<file path="config.mk">
export PLATFORM = sky130hd
export DESIGN_NAME = ms_timer_scheduler
export DESIGN_NICKNAME = d
export VERILOG_FILES = /design/src/rtl/ms_timer_scheduler.sv
export SDC_FILE = /design/constraint.sdc
export NUM_CORES = 1
export LEC_CHECK = 0
export CORE_UTILIZATION = 32
export DETAILED_ROUTE_END_ITERATION = 10
export PLACE_DENSITY_LB_ADDON = 0.25
export SLEW_MARGIN = 20
export SYNTH_ARGS = -nofsm -noshare
export SYNTH_HDL_FRONTEND = slang
export SYNTH_SLANG_ARGS = --single-unit
</file>
<file path="constraint.sdc">
create_clock -name clk_i -period 3.61 [get_ports clk_i]
set_clock_uncertainty 0.15 [all_clocks]
set_input_delay 0.5415 -clock clk_i [delete_from_list [all_inputs] [get_ports clk_i]]
set_output_delay 0.5415 -clock clk_i [all_outputs]
set_load 0.05 [all_outputs]
</file>
<file path="src/rtl/ms_timer_scheduler.sv">
// Four millisecond delay timers sharing one prescaled tick; a round-robin
// arbiter accepts at most one timer load per clock.
module ms_timer_chan #(
    parameter int DLY_W = 16
) (
    input  logic             clk_i,
    input  logic             rst_i,
    input  logic             tick_i,
    input  logic             load_i,
    input  logic [DLY_W-1:0] dly_i,
    input  logic             cancel_i,
    output logic             busy_o,
    output logic             done_o
);
    logic             busy_q, busy_d;
    logic             done_q, done_d;
    logic [DLY_W-1:0] rem_q, rem_d;

    // rem==0 while armed only happens for a zero-length load: expire at once.
    always_comb begin
        busy_d = busy_q;
        rem_d  = rem_q;
        done_d = 1'b0;
        if (busy_q) begin
            if (cancel_i) begin
                busy_d = 1'b0;
                rem_d  = '0;
            end else if (rem_q == '0 || (tick_i && rem_q == DLY_W'(1))) begin
                busy_d = 1'b0;
                rem_d  = '0;
                done_d = 1'b1;
            end else if (tick_i) begin
                rem_d = rem_q - DLY_W'(1);
            end
        end else if (load_i) begin
            busy_d = 1'b1;
            rem_d  = dly_i;
        end
    end

    always_ff @(posedge clk_i or negedge rst_i) begin
        if (!rst_i) begin
            busy_q <= 1'b0;
            done_q <= 1'b0;
            rem_q  <= '0;
        end else begin
            busy_q <= busy_d;
            done_q <= done_d;
            rem_q  <= rem_d;
        end
    end

    assign busy_o = busy_q;
    assign done_o = done_q;
endmodule

module ms_timer_scheduler #(
    parameter int CLK_DIV = 100000,
    parameter int DLY_W   = 16
) (
    input  logic               clk_i,
    input  logic               rst_i,
    input  logic               pause_i,
    input  logic [3:0]         req_i,
    input  logic [4*DLY_W-1:0] dly_i,
    input  logic [3:0]         cancel_i,
    output logic               tick_o,
    output logic [3:0]         gnt_o,
    output logic [3:0]         busy_o,
    output logic [3:0]         done_o
);
    localparam int NCH = 4;
    localparam int CW  = (CLK_DIV > 2) ? $clog2(CLK_DIV) : 1;

    logic [CW-1:0] cnt_q, cnt_d;
    logic          tick_q, tick_d;
    logic [3:0]    gnt_q, gnt_d;
    logic [1:0]    ptr_q, ptr_d;
    logic [3:0]    elig;
    logic [1:0]    idx;
    logic          found;

    always_comb begin
        cnt_d  = cnt_q;
        tick_d = 1'b0;
        if (!pause_i) begin
            tick_d = (cnt_q == CW'(CLK_DIV - 1));
            cnt_d  = tick_d ? '0 : cnt_q + CW'(1);
        end
    end

    assign elig = req_i & ~busy_o & ~cancel_i;

    // First eligible channel at or after the pointer wins.
    always_comb begin
        gnt_d = '0;
        ptr_d = ptr_q;
        idx   = '0;
        found = 1'b0;
        for (int i = 0; i < NCH; i++) begin
            idx = ptr_q + 2'(i);
            if (!found && elig[idx]) begin
                found      = 1'b1;
                gnt_d[idx] = 1'b1;
                ptr_d      = idx + 2'd1;
            end
        end
    end

    always_ff @(posedge clk_i or negedge rst_i) begin
        if (!rst_i) begin
            cnt_q  <= '0;
            tick_q <= 1'b0;
            gnt_q  <= '0;
            ptr_q  <= '0;
        end else begin
            cnt_q  <= cnt_d;
            tick_q <= tick_d;
            gnt_q  <= gnt_d;
            ptr_q  <= ptr_d;
        end
    end

    for (genvar k = 0; k < NCH; k++) begin : g_ch
        ms_timer_chan #(.DLY_W(DLY_W)) u_ch (
            .clk_i    (clk_i),
            .rst_i    (rst_i),
            .tick_i   (tick_q),
            .load_i   (gnt_d[k]),
            .dly_i    (dly_i[k*DLY_W +: DLY_W]),
            .cancel_i (cancel_i[k]),
            .busy_o   (busy_o[k]),
            .done_o   (done_o[k])
        );
    end

    assign tick_o = tick_q;
    assign gnt_o  = gnt_q;
endmodule
</file>
==> results.sh, run 1 <==
export IMPL_viasPerCell=5.54
export IMPL_path_cells="clkdlybuf4s50_1 > or3b_1 > mux4_2 > nand3_1 > a21oi_1 > or3_1 > o21ai_2 > o21ai_0"
export IMPL_firstDrtPassIters=5
export IMPL_core_area_sq_mm=0.0195
export IMPL_drive_gt1_share_pct=10.2
export IMPL_die_x_um=143
export IMPL_placed_cell_area_sq_mm=0.00766
export IMPL_grt_pass1_wl_um=28800
export IMPL_routabilityCongestion=0.831
export IMPL_hold_violations=0
export IMPL_worstSetupPathType="input port to flop"
export IMPL_synthCells=725
export IMPL_synthesis_nets=821
export IMPL_nets=916
export IMPL_ctsResizeCount=0
export IMPL_slowest_stage="mux4_2"
export IMPL_portBuffers=87
export IMPL_finalSetupTns_ps=0
export IMPL_synthTopCellsByArea="dfrtp_1, a21oi_1, o21ai_0"
export IMPL_r2r_cells=7
export IMPL_grt_max_degree=57
export IMPL_post_cts_buffers=0
export IMPL_grtUsageTotal_pct=18.0
export IMPL_cts_sinks=96
export IMPL_min_period_over_period_pct=87.3
export IMPL_synthDistinctLibCells=77
export IMPL_wl_per_cell_um=16.2
export IMPL_ys_seq_elements=96
export IMPL_htree_levels=3
export IMPL_final_util_pct=41.0
export IMPL_yosysTopAreaCell="dfrtp_1"
export IMPL_peakVddDrop_uv=308
export IMPL_cts_hold_buffers=0
export IMPL_worstSkewPairLatency_ps=360
export IMPL_via_count=6040
export IMPL_totalWireLength_um=17700
export IMPL_first_iter_violations=346
export IMPL_r2r_end="g_ch[2].u_ch.rem_q[15]"
export IMPL_fin_crit_ps=3150
export IMPL_cts_tree="done"
export IMPL_row_count=51
export IMPL_worst_path_max_fanout=8
export IMPL_p_leak_nw=3.30
export IMPL_yosys_warnings=0
export IMPL_syn_area_sq_mm=0.00636
export IMPL_die_h_um=143
export IMPL_slew_viol_final=0
export IMPL_io_pin_count=88
export IMPL_min_path_type="input port to async pin"
export IMPL_rsz0062_at_grt="false"
export IMPL_timing_fmax_ghz=0.317
export IMPL_relSlewSlack_pct=39.0
export IMPL_clk_pin_slew_ps=60
export IMPL_syn_avg_cell_area_sq_um=8.77
export IMPL_ant_nets=0
export IMPL_yosysSeqAreaShare_pct=37.8
export IMPL_yosysTopAreaCellShare_pct=37.8
export IMPL_numCtsBuffers=9
export IMPL_tightestPinTransition_ps=903
export IMPL_finalInstanceArea_sq_mm=0.00798
export IMPL_worstPathRequired_ps=3680
export IMPL_dieArea_sq_mm=0.0204
export IMPL_synth_ff_type="dfrtp_1"
export IMPL_antenna_found_initial=0
export IMPL_cp_start_kind="input port"
export IMPL_clock_path_buffers=2
export IMPL_cp_arrival_ps=3220
export IMPL_synth_edf_count=0
export IMPL_cts_root_buf="clkbuf_16"
export IMPL_grt_pass1_vias=5588
export IMPL_run_status="completed"
export IMPL_fin_ws_ps=460
export IMPL_globalRoute_totalOverflow=0
export IMPL_start_util_pct=32.7
export IMPL_power_density_mw_per_mm2=828
export IMPL_reg2reg_slack_ps=550
export IMPL_synthToLayoutAreaGrowth_pct=25.4
export IMPL_async_flop_share_pct=100
export IMPL_dp_hpwl_um=12700
export IMPL_r2r_start="g_ch[2].u_ch.busy_o"
export IMPL_end_kind="flop"
export IMPL_drc=0
export IMPL_place_worst_setup_slack_ps=94.8
export IMPL_diodes=0
export IMPL_cap_viol_max_count=0
export IMPL_setup_viol=0
export IMPL_slowest_delay_ps=550
[layout by cell type, fill, tap and decap left out, types with 7 or more instances in the layout]
master / Yosys / final
a211oi_1: 7 / 7
a21oi_1: 55 / 55
a22o_1: 14 / 14
a22oi_1: 23 / 23
a2bb2oi_1: 10 / 10
a31oi_1: 20 / 20
and3_1: 13 / 13
buf_4: 11 / 33
clkbuf_16: 0 / 9
clkdlybuf4s50_1: 0 / 86
dfrtp_1: 96 / 95
ha_1: 21 / 21
inv_1: 24 / 24
nand2_1: 48 / 48
nand3_1: 21 / 21
nor2_1: 56 / 56
nor3_1: 33 / 33
nor4_1: 15 / 15
o21ai_0: 54 / 54
o21ai_1: 29 / 29
o22ai_1: 11 / 11
or3_1: 8 / 8
xor2_1: 9 / 9
[critical path: cells and delay by family]
kind	cells	cell delay, ps
and+or+nand+nor	3	1070
AOI/OAI and AO/OA	3	510
muxes	1	550
buffers and inverters	1	530
[how the worst max path moves through the flow]
stage	start	endpoint
final	cancel_i[0]	g_ch[2].u_ch.rem_q[15]
after floorplan	ptr_q[0]	g_ch[0].u_ch.rem_q[14]
after global routing	cancel_i[2]	g_ch[2].u_ch.rem_q[15]
after global placement	cancel_i[0]	g_ch[2].u_ch.rem_q[6]
after CTS	cancel_i[2]	g_ch[2].u_ch.rem_q[15]
after detailed placement	cancel_i[2]	g_ch[2].u_ch.rem_q[15]
[Yosys cell counts (all sizes together) (3+ instances only)]
cell,number
nand4,4
clkinv,4
a2bb2oi,10
nor4b,5
a22oi,23
nor4,15
and2,4
nand2b,4
a22o,14
o22ai,12
nand3,21
nand3b,4
nor3b,6
o21ai,85
a21o,3
mux4,4
inv,25
or3b,4
buf,18
a21oi,55
and3,13
xnor2,6
nor2b,4
or3,8
or2,5
xor2,9
or4,3
ha,21
nor2,57
nor3,35
clkbuf,20
a32oi,6
a31oi,20
a211oi,10
nand2,48
o211ai,4
o32ai,3
dfrtp,96
o2bb2ai,6
[state kept, by name, indices dropped and copies added (netlist names)]
signal and flops:
g_ch.u_ch.rem_q 64, cnt_q 17, g_ch.u_ch.busy_o 4, g_ch.u_ch.done_o 4
gnt_o 4, ptr_q 2, tick_o 1
[cell type report]
class	instances	area, sq um
flip-flops and latches	96	2400
fillers	1954	11500
repair buffers	122	1170
clock buffers	11	243
well taps	265	332
multi-input cells	562	3640
inverters	29	109
clock inverters	5	78.8
[where the power goes]
part,internal [mW],switching [mW]
logic,1.51,2.10
registers,1.50,0.442
clock network,0.627,0.431
total,3.64,2.97
[cell families (layout without fill, tap and decap cells)]
family	count (synthesis)	in the layout	share of synthesized area, %
mux	4	4	1.42
buf+inv	67	167	4.94
flops	96	96	37.8
fa+ha+maj	21	21	4.13
xor+xnor	15	15	2.07
simple gates	248	248	20.8
compound gates	274	274	28.9
[metrics by stage]
step / hold slack [ps] / cells / power, mW
after detailed placement: 316 / 1074 / 5.55
after CTS: 30.7 / 1090 / 6.64
after global placement: 314 / 1074 / 5.52
after floorplan: 95.9 / 725 / 4.45
final: 11.7 / 1090 / 6.61
after global routing: 63.6 / 1090 / 7.15
[layer usage]
| layer | wire length [um] | vias up | global-route usage [%] |
|---|---|---|---|
| met5 | 0 | - | 0 |
| met1 | 8300 | 2897 | 24.6 |
| met3 | 1000 | 19 | 3.96 |
| met2 | 8160 | 182 | 28.4 |
| met4 | 228 | 0 | 5.15 |
| li1 | - | 2942 | - |
Note: power is estimated with default switching activity, not from simulation.
==> run 2, diff against run 1 <==
--- a/config.mk
+++ b/config.mk
@@ -7,6 +7,7 @@
 export LEC_CHECK = 0
 export CORE_UTILIZATION = 32
 export DETAILED_ROUTE_END_ITERATION = 10
+export MAX_ROUTING_LAYER = met4
 export PLACE_DENSITY_LB_ADDON = 0.25
 export SLEW_MARGIN = 20
 export SYNTH_ARGS = -nofsm -noshare
==> run 2 against run 1 <==
Net effect:
- non-clock buffer count unchanged
- routed wire length shrank 0.10%
- count of clock-buffer cells in the layout did not move
- hold slack improved by 1.5 ps
- critical path depth stayed put
- maximum frequency shrank 0.47%
- critical path type unchanged
- highest routed layer unchanged
==> results.sh, run 2 (synthesized netlist as in run 1, its figures left out) <==
export IMPL_ctsResizeCount=0
export IMPL_crit_path_end="g_ch[2].u_ch.rem_q[15]"
export IMPL_slowest_delay_ps=550
export IMPL_antenna_found_initial=0
export IMPL_tightestPinTransition_ps=956
export IMPL_post_cts_buffers=0
export IMPL_worst_path_max_fanout=8
export IMPL_viasPerCell=5.55
export IMPL_routabilityCongestion=0.844
export IMPL_via_count=6049
export IMPL_r2r_end="g_ch[2].u_ch.rem_q[15]"
export IMPL_clk_pin_slew_ps=60
export IMPL_diodes=0
export IMPL_slowest_stage="mux4_2"
export IMPL_setup_viol=0
export IMPL_numCtsBuffers=9
export IMPL_slew_viol_final=0
export IMPL_totalWireLength_um=17700
export IMPL_nets=916
export IMPL_worstSkewPairLatency_ps=360
export IMPL_grt_pass1_vias=5567
export IMPL_ant_nets=0
export IMPL_crit_start="cancel_i[0]"
export IMPL_row_count=51
export IMPL_cts_sinks=96
export IMPL_cts_hold_buffers=0
export IMPL_worstPathRequired_ps=3680
export IMPL_grt_max_degree=57
export IMPL_cts_root_buf="clkbuf_16"
export IMPL_grt_pass1_wl_um=28800
export IMPL_min_path_type="input port to async pin"
export IMPL_drive_gt1_share_pct=10.2
export IMPL_fin_crit_ps=3160
export IMPL_top_regs="g_ch.u_ch.rem_q: 64 flops, cnt_q: 17 flops"
export IMPL_path_cells="clkdlybuf4s50_1 > or3b_1 > mux4_2 > nand3_1 > a21oi_1 > or3_1 > o21ai_2 > o21ai_0"
export IMPL_crit_cells=8
export IMPL_end_kind="flop"
export IMPL_peakVddDrop_uv=308
export IMPL_worstSetupPathType="input port to flop"
export IMPL_first_iter_violations=324
export IMPL_layoutNonFillerInstCount=1090
export IMPL_hold_violations=0
export IMPL_start_util_pct=32.7
export IMPL_cts_tree="done"
export IMPL_relSlewSlack_pct=35.4
export IMPL_p_total_mw=6.60
export IMPL_p_leak_nw=3.30
export IMPL_die_h_um=143
export IMPL_r2r_cells=7
export IMPL_layout_common_cells="dfrtp_1, clkdlybuf4s50_1, nor2_1"
export IMPL_largest_reg_flops=64
export IMPL_finalSetupTns_ps=0
export IMPL_portBuffers=87
export IMPL_min_period_over_period_pct=87.7
export IMPL_synthToLayoutAreaGrowth_pct=25.4
export IMPL_clock_path_buffers=2
export IMPL_cap_viol_max_count=0
export IMPL_io_pin_count=88
export IMPL_path_buf_inv=1
export IMPL_die_x_um=143
export IMPL_fillCellCount=1954
export IMPL_final_common_cell="dfrtp_1"
export IMPL_firstDrtPassIters=5
export IMPL_rsz0062_at_grt="false"
export IMPL_run_status="completed"
export IMPL_dpl_cell_count=1074
export IMPL_power_density_mw_per_mm2=828
export IMPL_globalRoute_totalOverflow=0
export IMPL_dp_hpwl_um=12700
export IMPL_cp_arrival_ps=3230
export IMPL_timing_fmax_ghz=0.316
export IMPL_wl_per_cell_um=16.2
export IMPL_core_area_sq_mm=0.0195
export IMPL_dieArea_sq_mm=0.0204
export IMPL_top_register="g_ch.u_ch.rem_q"
export IMPL_grtUsageTotal_pct=18.5
export IMPL_r2r_start="g_ch[2].u_ch.busy_o"
export IMPL_drc=0
export IMPL_cp_start_kind="input port"
export IMPL_reg2reg_slack_ps=550
export IMPL_path_delay_family="simple AND/OR/NAND/NOR gates"
export IMPL_htree_levels=3
[run 2: cell counts in the layout (fill, tap and decap cells not counted)]
No cell type changed its count.
[run 2: worst min path at each step]
stage / startpoint / end / slack, ps / depth (start not counted)
final: rst_i / g_ch[3].u_ch.rem_q[8] / 10 / 1
after detailed placement: cnt_q[4] / cnt_q[4] / 320 / 1
after global routing: rst_i / g_ch[3].u_ch.rem_q[11] / 60 / 1
after CTS: rst_i / g_ch[3].u_ch.rem_q[8] / 30 / 1
after floorplan: rst_i / cnt_q[0] / 100 / 0
after global placement: cnt_q[4] / cnt_q[4] / 310 / 1
[run 2: metrics by stage]
step                      setup WS [ps]  hold WS [ps]  instance area, sq um  util (%)
after floorplan                     503          95.9                  6360         -
after global placement              105           314                  7660      39.3
after detailed placement           94.8           316                  7660      39.3
after CTS                           473          30.7                  7980      41.0
after global routing                290          61.9                  7980      41.0
final                               445          13.2                  7980      41.0
[run 2: area by class of cell]
type                            count  area (sq um)  area share (%)
Tap cell                          265           332            4.16
Inverter                           29           109            1.36
Clock inverter                      5          78.8           0.988
Timing Repair Buffer              122          1170            14.6
Multi-Input combinational cell    562          3640            45.7
Clock buffer                       11           243            3.04
Sequential cell                    96          2400            30.1
[run 2: routing by layer]
| layer | global-route usage (%) | routed length (um) | share of wire (%) | vias to the layer above |
|---|---|---|---|---|
| met3 | 4.16 | 1040 | 5.9 | 21 |
| met5 | - | 0 | 0 | - |
| met1 | 24.6 | 8250 | 47 | 2903 |
| li1 | - | - | - | 2939 |
| met4 | 4.98 | 229 | 1.3 | 0 |
| met2 | 28.3 | 8160 | 46 | 186 |
[run 2: where the power goes]
part           internal, mW  total, mW  switching, mW  leakage (nW)
registers              1.50       1.94          0.441          1.22
logic                  1.51       3.60           2.09          1.92
clock network         0.627       1.06          0.431         0.160
total                  3.64       6.60           2.96          3.30
==> run 3, diff against run 2 <==
--- a/config.mk
+++ b/config.mk
@@ -5,6 +5,7 @@
 export SDC_FILE = /design/constraint.sdc
 export NUM_CORES = 1
 export LEC_CHECK = 0
+export CAP_MARGIN = 10
 export CORE_UTILIZATION = 32
 export DETAILED_ROUTE_END_ITERATION = 10
 export MAX_ROUTING_LAYER = met4
==> results of run 3 <==
Final layout, timing and power as in run 2 (identical DEF).
